==> config.mk <==
export PLATFORM = sky130hd
export DESIGN_NAME = tc_to_sign_magnitude
export DESIGN_NICKNAME = d
export VERILOG_FILES = /design/src/rtl/tc_sm_pkg.sv /design/src/rtl/tc_serial_cell.sv /design/src/rtl/tc_to_sign_magnitude.sv
export SDC_FILE = /design/constraint.sdc
export NUM_CORES = 1
export LEC_CHECK = 0
export BUFFER_PORTS_ARGS = -buffer_cell sky130_fd_sc_hd__buf_2
export CAP_MARGIN = 10
export CORE_MARGIN = 4
export CORE_UTILIZATION = 43
export DETAILED_ROUTE_END_ITERATION = 6
export GPL_TIMING_DRIVEN = 0
export PLACE_DENSITY = 0.65
export SETUP_SLACK_MARGIN = 0.15
export SLEW_MARGIN = 10
export SYNTH_ARGS = -nofsm -noshare
export SYNTH_HDL_FRONTEND = slang
export SYNTH_HIERARCHICAL = 1
export SYNTH_SLANG_ARGS = --single-unit
==> constraint.sdc <==
create_clock -name clk -period 3.6 [get_ports clk]
set_clock_uncertainty 0.2 [all_clocks]
set_input_delay 0.72 -clock clk [delete_from_list [all_inputs] [get_ports clk]]
set_output_delay 0.72 -clock clk [all_outputs]
set_load 0.03 [all_outputs]
==> src/rtl/tc_sm_pkg.sv <==
// Shared types and sizing helpers for the two's-complement to
// sign-magnitude serial converter.
package tc_sm_pkg;

   localparam int TC_SM_WIDTH = 32;

   typedef enum logic [1:0] {
      ST_IDLE  = 2'd0,
      ST_SHIFT = 2'd1,
      ST_DONE  = 2'd2
   } state_e;

   function automatic int tc_cnt_w(input int w);
      return (w > 2) ? $clog2(w) : 1;
   endfunction

endpackage

==> src/rtl/tc_serial_cell.sv <==
// One-bit conversion cell: copy bits until the first one has passed,
// then invert (negative operands only).
module tc_serial_cell (
   input  logic clk_i,
   input  logic rst_ni,
   input  logic clr_i,
   input  logic en_i,
   input  logic sign_i,
   input  logic bit_i,
   output logic bit_o
);

   logic seen_q;
   logic seen_d;

   always_comb begin
      seen_d = seen_q;
      if (clr_i) begin
         seen_d = 1'b0;
      end else if (en_i && sign_i) begin
         seen_d = seen_q | bit_i;
      end
   end

   assign bit_o = (sign_i && seen_q) ? ~bit_i : bit_i;

   always_ff @(posedge clk_i or negedge rst_ni) begin
      if (!rst_ni) begin
         seen_q <= 1'b0;
      end else begin
         seen_q <= seen_d;
      end
   end

endmodule

==> src/rtl/tc_to_sign_magnitude.sv <==
// Bit-serial two's-complement to sign-magnitude converter.
// TC_SM_EARLY_DONE_EN: non-negative words skip the serial walk.
module tc_to_sign_magnitude
   import tc_sm_pkg::*;
#(
   parameter int WIDTH = TC_SM_WIDTH
) (
   input  logic             clk,
   input  logic             reset,
   input  logic             in_valid,
   output logic             in_ready,
   input  logic [WIDTH-1:0] in_data,
   output logic             out_valid,
   input  logic             out_ready,
   output logic             out_sign,
   output logic [WIDTH-1:0] out_mag,
   output logic             busy
);

   localparam int CW = tc_cnt_w(WIDTH);
   localparam logic [CW-1:0] LAST = CW'(WIDTH - 1);

   state_e           state_q, state_d;
   logic [CW-1:0]    cnt_q, cnt_d;
   logic [WIDTH-1:0] shr_q, shr_d;
   logic [WIDTH-1:0] mag_q, mag_d;
   logic             sign_q, sign_d;
   logic             osign_q, osign_d;
   logic             load;
   logic             shift_en;
   logic             out_bit;
`ifdef TC_SM_EARLY_DONE_EN
   logic             byp_q, byp_d;
`endif

   tc_serial_cell u_cell (
      .clk_i  (clk),
      .rst_ni (reset),
      .clr_i  (load),
      .en_i   (shift_en),
      .sign_i (sign_q),
      .bit_i  (shr_q[0]),
      .bit_o  (out_bit)
   );

   // The operand register doubles as the magnitude accumulator:
   // bits leave at the LSB while converted bits enter at the MSB.
   always_comb begin
      state_d  = state_q;
      cnt_d    = cnt_q;
      shr_d    = shr_q;
      mag_d    = mag_q;
      sign_d   = sign_q;
      osign_d  = osign_q;
      load     = 1'b0;
      shift_en = 1'b0;
`ifdef TC_SM_EARLY_DONE_EN
      byp_d    = byp_q;
`endif
      unique case (state_q)
         ST_IDLE: begin
            if (in_valid) begin
               load    = 1'b1;
               shr_d   = in_data;
               sign_d  = in_data[WIDTH-1];
               cnt_d   = '0;
               state_d = ST_SHIFT;
`ifdef TC_SM_EARLY_DONE_EN
               byp_d   = ~in_data[WIDTH-1];
`endif
            end
         end
         ST_SHIFT: begin
`ifdef TC_SM_EARLY_DONE_EN
            if (byp_q) begin
               mag_d   = shr_q;
               osign_d = 1'b0;
               byp_d   = 1'b0;
               state_d = ST_DONE;
            end else
`endif
            begin
               shift_en = 1'b1;
               shr_d    = {out_bit, shr_q[WIDTH-1:1]};
               cnt_d    = cnt_q + CW'(1);
               if (cnt_q == LAST) begin
                  mag_d   = {out_bit, shr_q[WIDTH-1:1]};
                  osign_d = sign_q;
                  state_d = ST_DONE;
               end
            end
         end
         ST_DONE: begin
            if (out_ready) begin
               state_d = ST_IDLE;
            end
         end
         default: begin
            state_d = ST_IDLE;
         end
      endcase
   end

   always_ff @(posedge clk or negedge reset) begin
      if (!reset) begin
         state_q <= ST_IDLE;
         cnt_q   <= '0;
         shr_q   <= '0;
         mag_q   <= '0;
         sign_q  <= 1'b0;
         osign_q <= 1'b0;
      end else begin
         state_q <= state_d;
         cnt_q   <= cnt_d;
         shr_q   <= shr_d;
         mag_q   <= mag_d;
         sign_q  <= sign_d;
         osign_q <= osign_d;
      end
   end

`ifdef TC_SM_EARLY_DONE_EN
   always_ff @(posedge clk or negedge reset) begin
      if (!reset) begin
         byp_q <= 1'b0;
      end else begin
         byp_q <= byp_d;
      end
   end
`endif

   assign in_ready  = (state_q == ST_IDLE);
   assign out_valid = (state_q == ST_DONE);
   assign busy      = (state_q != ST_IDLE);
   assign out_sign  = osign_q;
   assign out_mag   = mag_q;

endmodule

# Word level (Yosys, flattened, before mapping)
# Index checks and enable logic that the tools add are counted.
[word_totals]
output_inout_bits = 36
wordCells = 40
in_bits = 36
register_bits = 74
[op_classes]
add_sub_neg = 1
mux = 14
eq_ne = 6
n_bitwise = 2
reduce_logical = 10
[ops]
columns = ["operator", "n"]
rows = [
  ["$pmux 32 s2", 1],
  ["$mux 32", 1],
  ["$pmux 5 s2", 1],
  ["$mux 1", 6],
  ["$mux 2", 3],
  ["$pmux 2 s3", 1],
  ["$reduce_and 2->1", 3],
  ["$reduce_bool 2->1", 3],
  ["$add 5x1->5 const B", 1],
  ["$eq 5x5->1 const B", 1],
  ["$mux 5", 1],
  ["$ne 2x2->1 const B", 2],
  ["$reduce_and 3->1", 1],
  ["$eq 2x1->1 const B", 1],
  ["$eq 2x2->1 const B", 1],
  ["$logic_and 1x1->1", 2],
  ["$logic_not 2->1", 1],
  ["$ne 2x1->1 const B", 1],
  ["$not 1->1", 1],
  ["$or 1x1->1", 1],
]

# Logic depth before layout (Yosys ltp)
[logic_depth]
word_depth = 5
mapped_depth = 6

# Hierarchy
# The synthesis kept the hierarchy.
[modules_own_cells]
columns = ["mod", "area_each_um2", "n_inst", "cells_each", "seq_area_each_um2"]
rows = [
  ["tc_to_sign_magnitude", 3225.6, 1, 262, 1826.8],
  ["tc_serial_cell", 47.5, 1, 5, 25.0],
]

# Least setup slack after synthesis
# No wires, ideal clock.
[synth_timing]
path_type = "reg2out"
start = "reg state_q[1]"
end = "out busy"
t_required_ns = 2.680
path_buffers = 1
path_slack_ns = 1.402
path_stages_with_launch = 4
arrival_time_ns = 1.278
cell_sequence = "dfrtp_1 > buf_2 > nor2_1 > inv_1"
[synth_between]
elab_chain_cells = 1
[synth_lines]
columns = ["element", "line_no", "source"]
rows = [
  ["start: declaration", "tc_to_sign_magnitude.sv:23", "state_e state_q, state_d;"],
  ["start signal: assignment", "tc_to_sign_magnitude.sv:113", "state_q <= state_d;"],
  ["$reduce_bool 2->1", "tc_to_sign_magnitude.sv:134", "assign busy = (state_q != ST_IDLE);"],
  ["end: declaration", "tc_to_sign_magnitude.sv:17", "output logic busy"],
]
# No other way between the ends.

# Worst setup path after layout
[layout_timing]
start = "reg state_q[0]"
end = "out out_valid"
[layout_between]
elab_chain_cells = 1
[layout_lines]
columns = ["element", "line_no", "source"]
rows = [
  ["$eq 2x2->1", "tc_to_sign_magnitude.sv:133", "assign out_valid = (state_q == ST_DONE);"],
  ["end: declaration", "tc_to_sign_magnitude.sv:13", "output logic out_valid,"],
]
# No other way between the ends.

==> flow_summary.ini <==
[outcome]
status = finished clean

[pwr]
p_leak_nw = 2.08
cellPowerDensity_nw_per_um2 = 846
peakVddDrop_uv = 362

[floorplan]
design.die.area_um2 = 9070
core_um2 = 7330
die_w_um = 95.2
pin_count = 72
rows = 31
die_h_um = 95.2
start_util = 0.446

[clocking]
cts_tree = built
clock-sinks = 74
cts-hold-fix-buffers = 0
worstSkewPairLatency_ns = 0.35
root_buffer = clkbuf_8
cts_resized = 0
cts_setup_buffers = 0
cts_buffer_depth = 2
cts_buffers = 9
cts_max_level = 3
clkTransAtPathRegs_ns = 0.07

[yosys]
synth_area_um2 = 3270
synthesis.nets = 305
ys_types = 27
synth.avg_cell_area_um2 = 12.3
ys_seq_elements = 74
synthCells = 267
synth_warnings = 6
seq_area_frac_synth = 0.566

[min_path]
hold_class = input port to async pin

[finish]
finish.net_count = 388
drive_gt1_frac = 0.389
area_delta_synth_final_pct = 23.1
finalNonFillerCells = 454
antenna_cells = 0
n_fill_cell = 643

[critical_path]
start_kind = flop
worst_ep_arrival_time_ns = 1.41
crit_fanout = 10
worst-setup-path-type = flop to output port
reg2reg_slack_ns = 1.60
cp-startpoint = state_q[0]
endpoint = out_valid
r2r-end = out_mag[9]
endpoint_kind = output port
required_ns = 2.68
r2r_start = cnt_q[0]
r2r_cells = 6

[detailed_routing]
vias = 2359
drc = 0
ant_nets = 0
routed_wl_mm = 7.29
avgViaCountPerCell = 5.20
dr.pass1.iters = 4
wire_per_inst_um = 16.1
drtIter0Drc = 87

[global_route]
grt_start_max_net_pins = 39
grt_pass1_vias = 2431
grt_pass1_wl_mm = 12.1
antenna_found_initial = 0
grt_usage = 0.174
grt_overflow = 0

[sta]
hold_viol = 0
finalSetupViolations = 0
tns_ns = 0
worst_pin_slew_ns = 0.480
slew_headroom = 0.680
rsz0062_at_grt = false
maxSlewViolCount = 0
period_share = 0.647
fmax_ghz = 0.429
period_needed_ns = 2.33

[placed_design]
io_buffer_count = 71
place_hpwl_mm = 5.03
post-place-cells = 438
routabilityCongestion = 0.769

[flow_run]
max_cap_viol_count = 0
[layout make-up]
class	instances	area [um^2]	share of cell area
Buffer	18	108	0.0267
Clock buffer	12	155	0.0385
Clock inverter	4	97.6	0.0242
Inverter	4	15.0	0.00373
Multi-Input combinational cell	171	1300	0.322
Sequential cell	74	1850	0.460
Tap cell	99	124	0.0308
Timing Repair Buffer	72	378	0.0938
[worst min-delay path by stage]
stage | slack [ns] | depth (start not counted) | from | to
CTS | 0.13 | 1 | reset | out_mag[11]
floorplan | 0.22 | 0 | reset | cnt_q[0]
finish | 0.13 | 1 | reset | out_mag[9]
detailed placement | 0.29 | 1 | out_mag[27] | out_mag[27]
global placement | 0.27 | 2 | u_cell/seen_q | u_cell/seen_q
global route | 0.15 | 1 | reset | out_mag[1]
[cells in the final DEF, fill, tap and decap left out]
master      count
a21oi_1        13
a22o_1          3
a22oi_1        31
a31oi_1         1
and2_1          1
and3_1          1
and3b_1         1
buf_12          1
buf_2          78
buf_4           3
buf_6           3
bufinv_16       3
clkbuf_1        6
clkbuf_8       11
clkinvlp_4      1
dfrtp_1        74
ha_1            2
inv_1           3
inv_2           1
mux2_2          6
mux2_4         29
nand2_1        24
nand2_4         1
nand2b_1        2
nand3_1         2
nor2_1          4
nor2b_1        13
o21ai_0        34
o21bai_2        1
o311ai_0        1
xnor2_1         1
[registers in the layout, summed over array words and instances (netlist names)]
register	count
shr_q	32
cnt_q	5
state_q	2
out_mag	32
sign_q	1
out_sign	1
u_cell/seen_q	1
[Yosys cell counts]
cell,number,area [um^2]
nand2_4,1,11.3
and3_1,1,6.26
buf_4,2,15.0
nor2b_1,13,81.3
dfrtp_1,74,1850
ha_1,2,25.0
buf_6,3,33.8
buf_2,8,40.0
o21bai_2,1,11.3
nand2_1,24,90.1
and3b_1,1,8.76
a31oi_1,1,6.26
inv_2,1,3.75
a21oi_1,13,65.1
nor2_1,4,15.0
a22o_1,3,26.3
mux2_2,6,67.6
nand2b_1,2,12.5
o311ai_0,1,8.76
o21ai_0,34,170
mux2_4,29,435
xnor2_1,1,8.76
nand3_1,2,10.0
clkbuf_1,5,18.8
inv_1,3,11.3
a22oi_1,31,233
and2_1,1,6.26
[worst max-delay path: stages, from the launching register on]
cell and delay (ns):
dfrtp_1 0.43, buf_2 0.21, nand2b_1 0.19, inv_1 0.06
buf_2 0.19
[kinds of logic (layout without fill, tap and decap cells)]
logic type / after synthesis / after routing / share of synthesized area
AO/OA/AOI/OAI: 84 / 84 / 0.159
flip-flops: 74 / 74 / 0.566
AND/OR/NAND/NOR: 49 / 49 / 0.0738
multiplexers: 35 / 35 / 0.154
buffers and inverters: 22 / 110 / 0.0375
adder cells (fa/ha/maj): 2 / 2 / 0.00764
XOR/XNOR: 1 / 1 / 0.00268
[per-layer routing]
layer  vias to the layer above  wire length, um  global-route usage
li1                       1122                -                   -
met1                      1165             3520               0.245
met2                        62             3370               0.265
met3                        10              316              0.0418
met4                         0               91              0.0577
met5                         -                0                   0
[power by group]
group | internal, W | switching, W | leakage (nW)
Sequential | 0.00116 | 0.000244 | 0.968
Clock | 0.000499 | 0.000310 | 0.123
Combinational | 0.000524 | 0.000671 | 0.985
Total | 0.00218 | 0.00123 | 2.08
[per-stage QoR]
stage	util	hold slack (ns)	instance area [um^2]	power [W]	setup slack, ns
6_report	0.549	0.128	4030	0.00341	1.27
5_1_grt	0.549	0.155	4030	0.00363	1.19
4_1_cts	0.549	0.134	4030	0.00343	1.26
3_5_place_dp	0.515	0.289	3770	0.00262	1.61
3_3_place_gp	0.512	0.273	3750	0.00258	1.12
2_1_floorplan	-	0.224	3270	0.00226	1.40
Power figures use the tool's default switching activity.
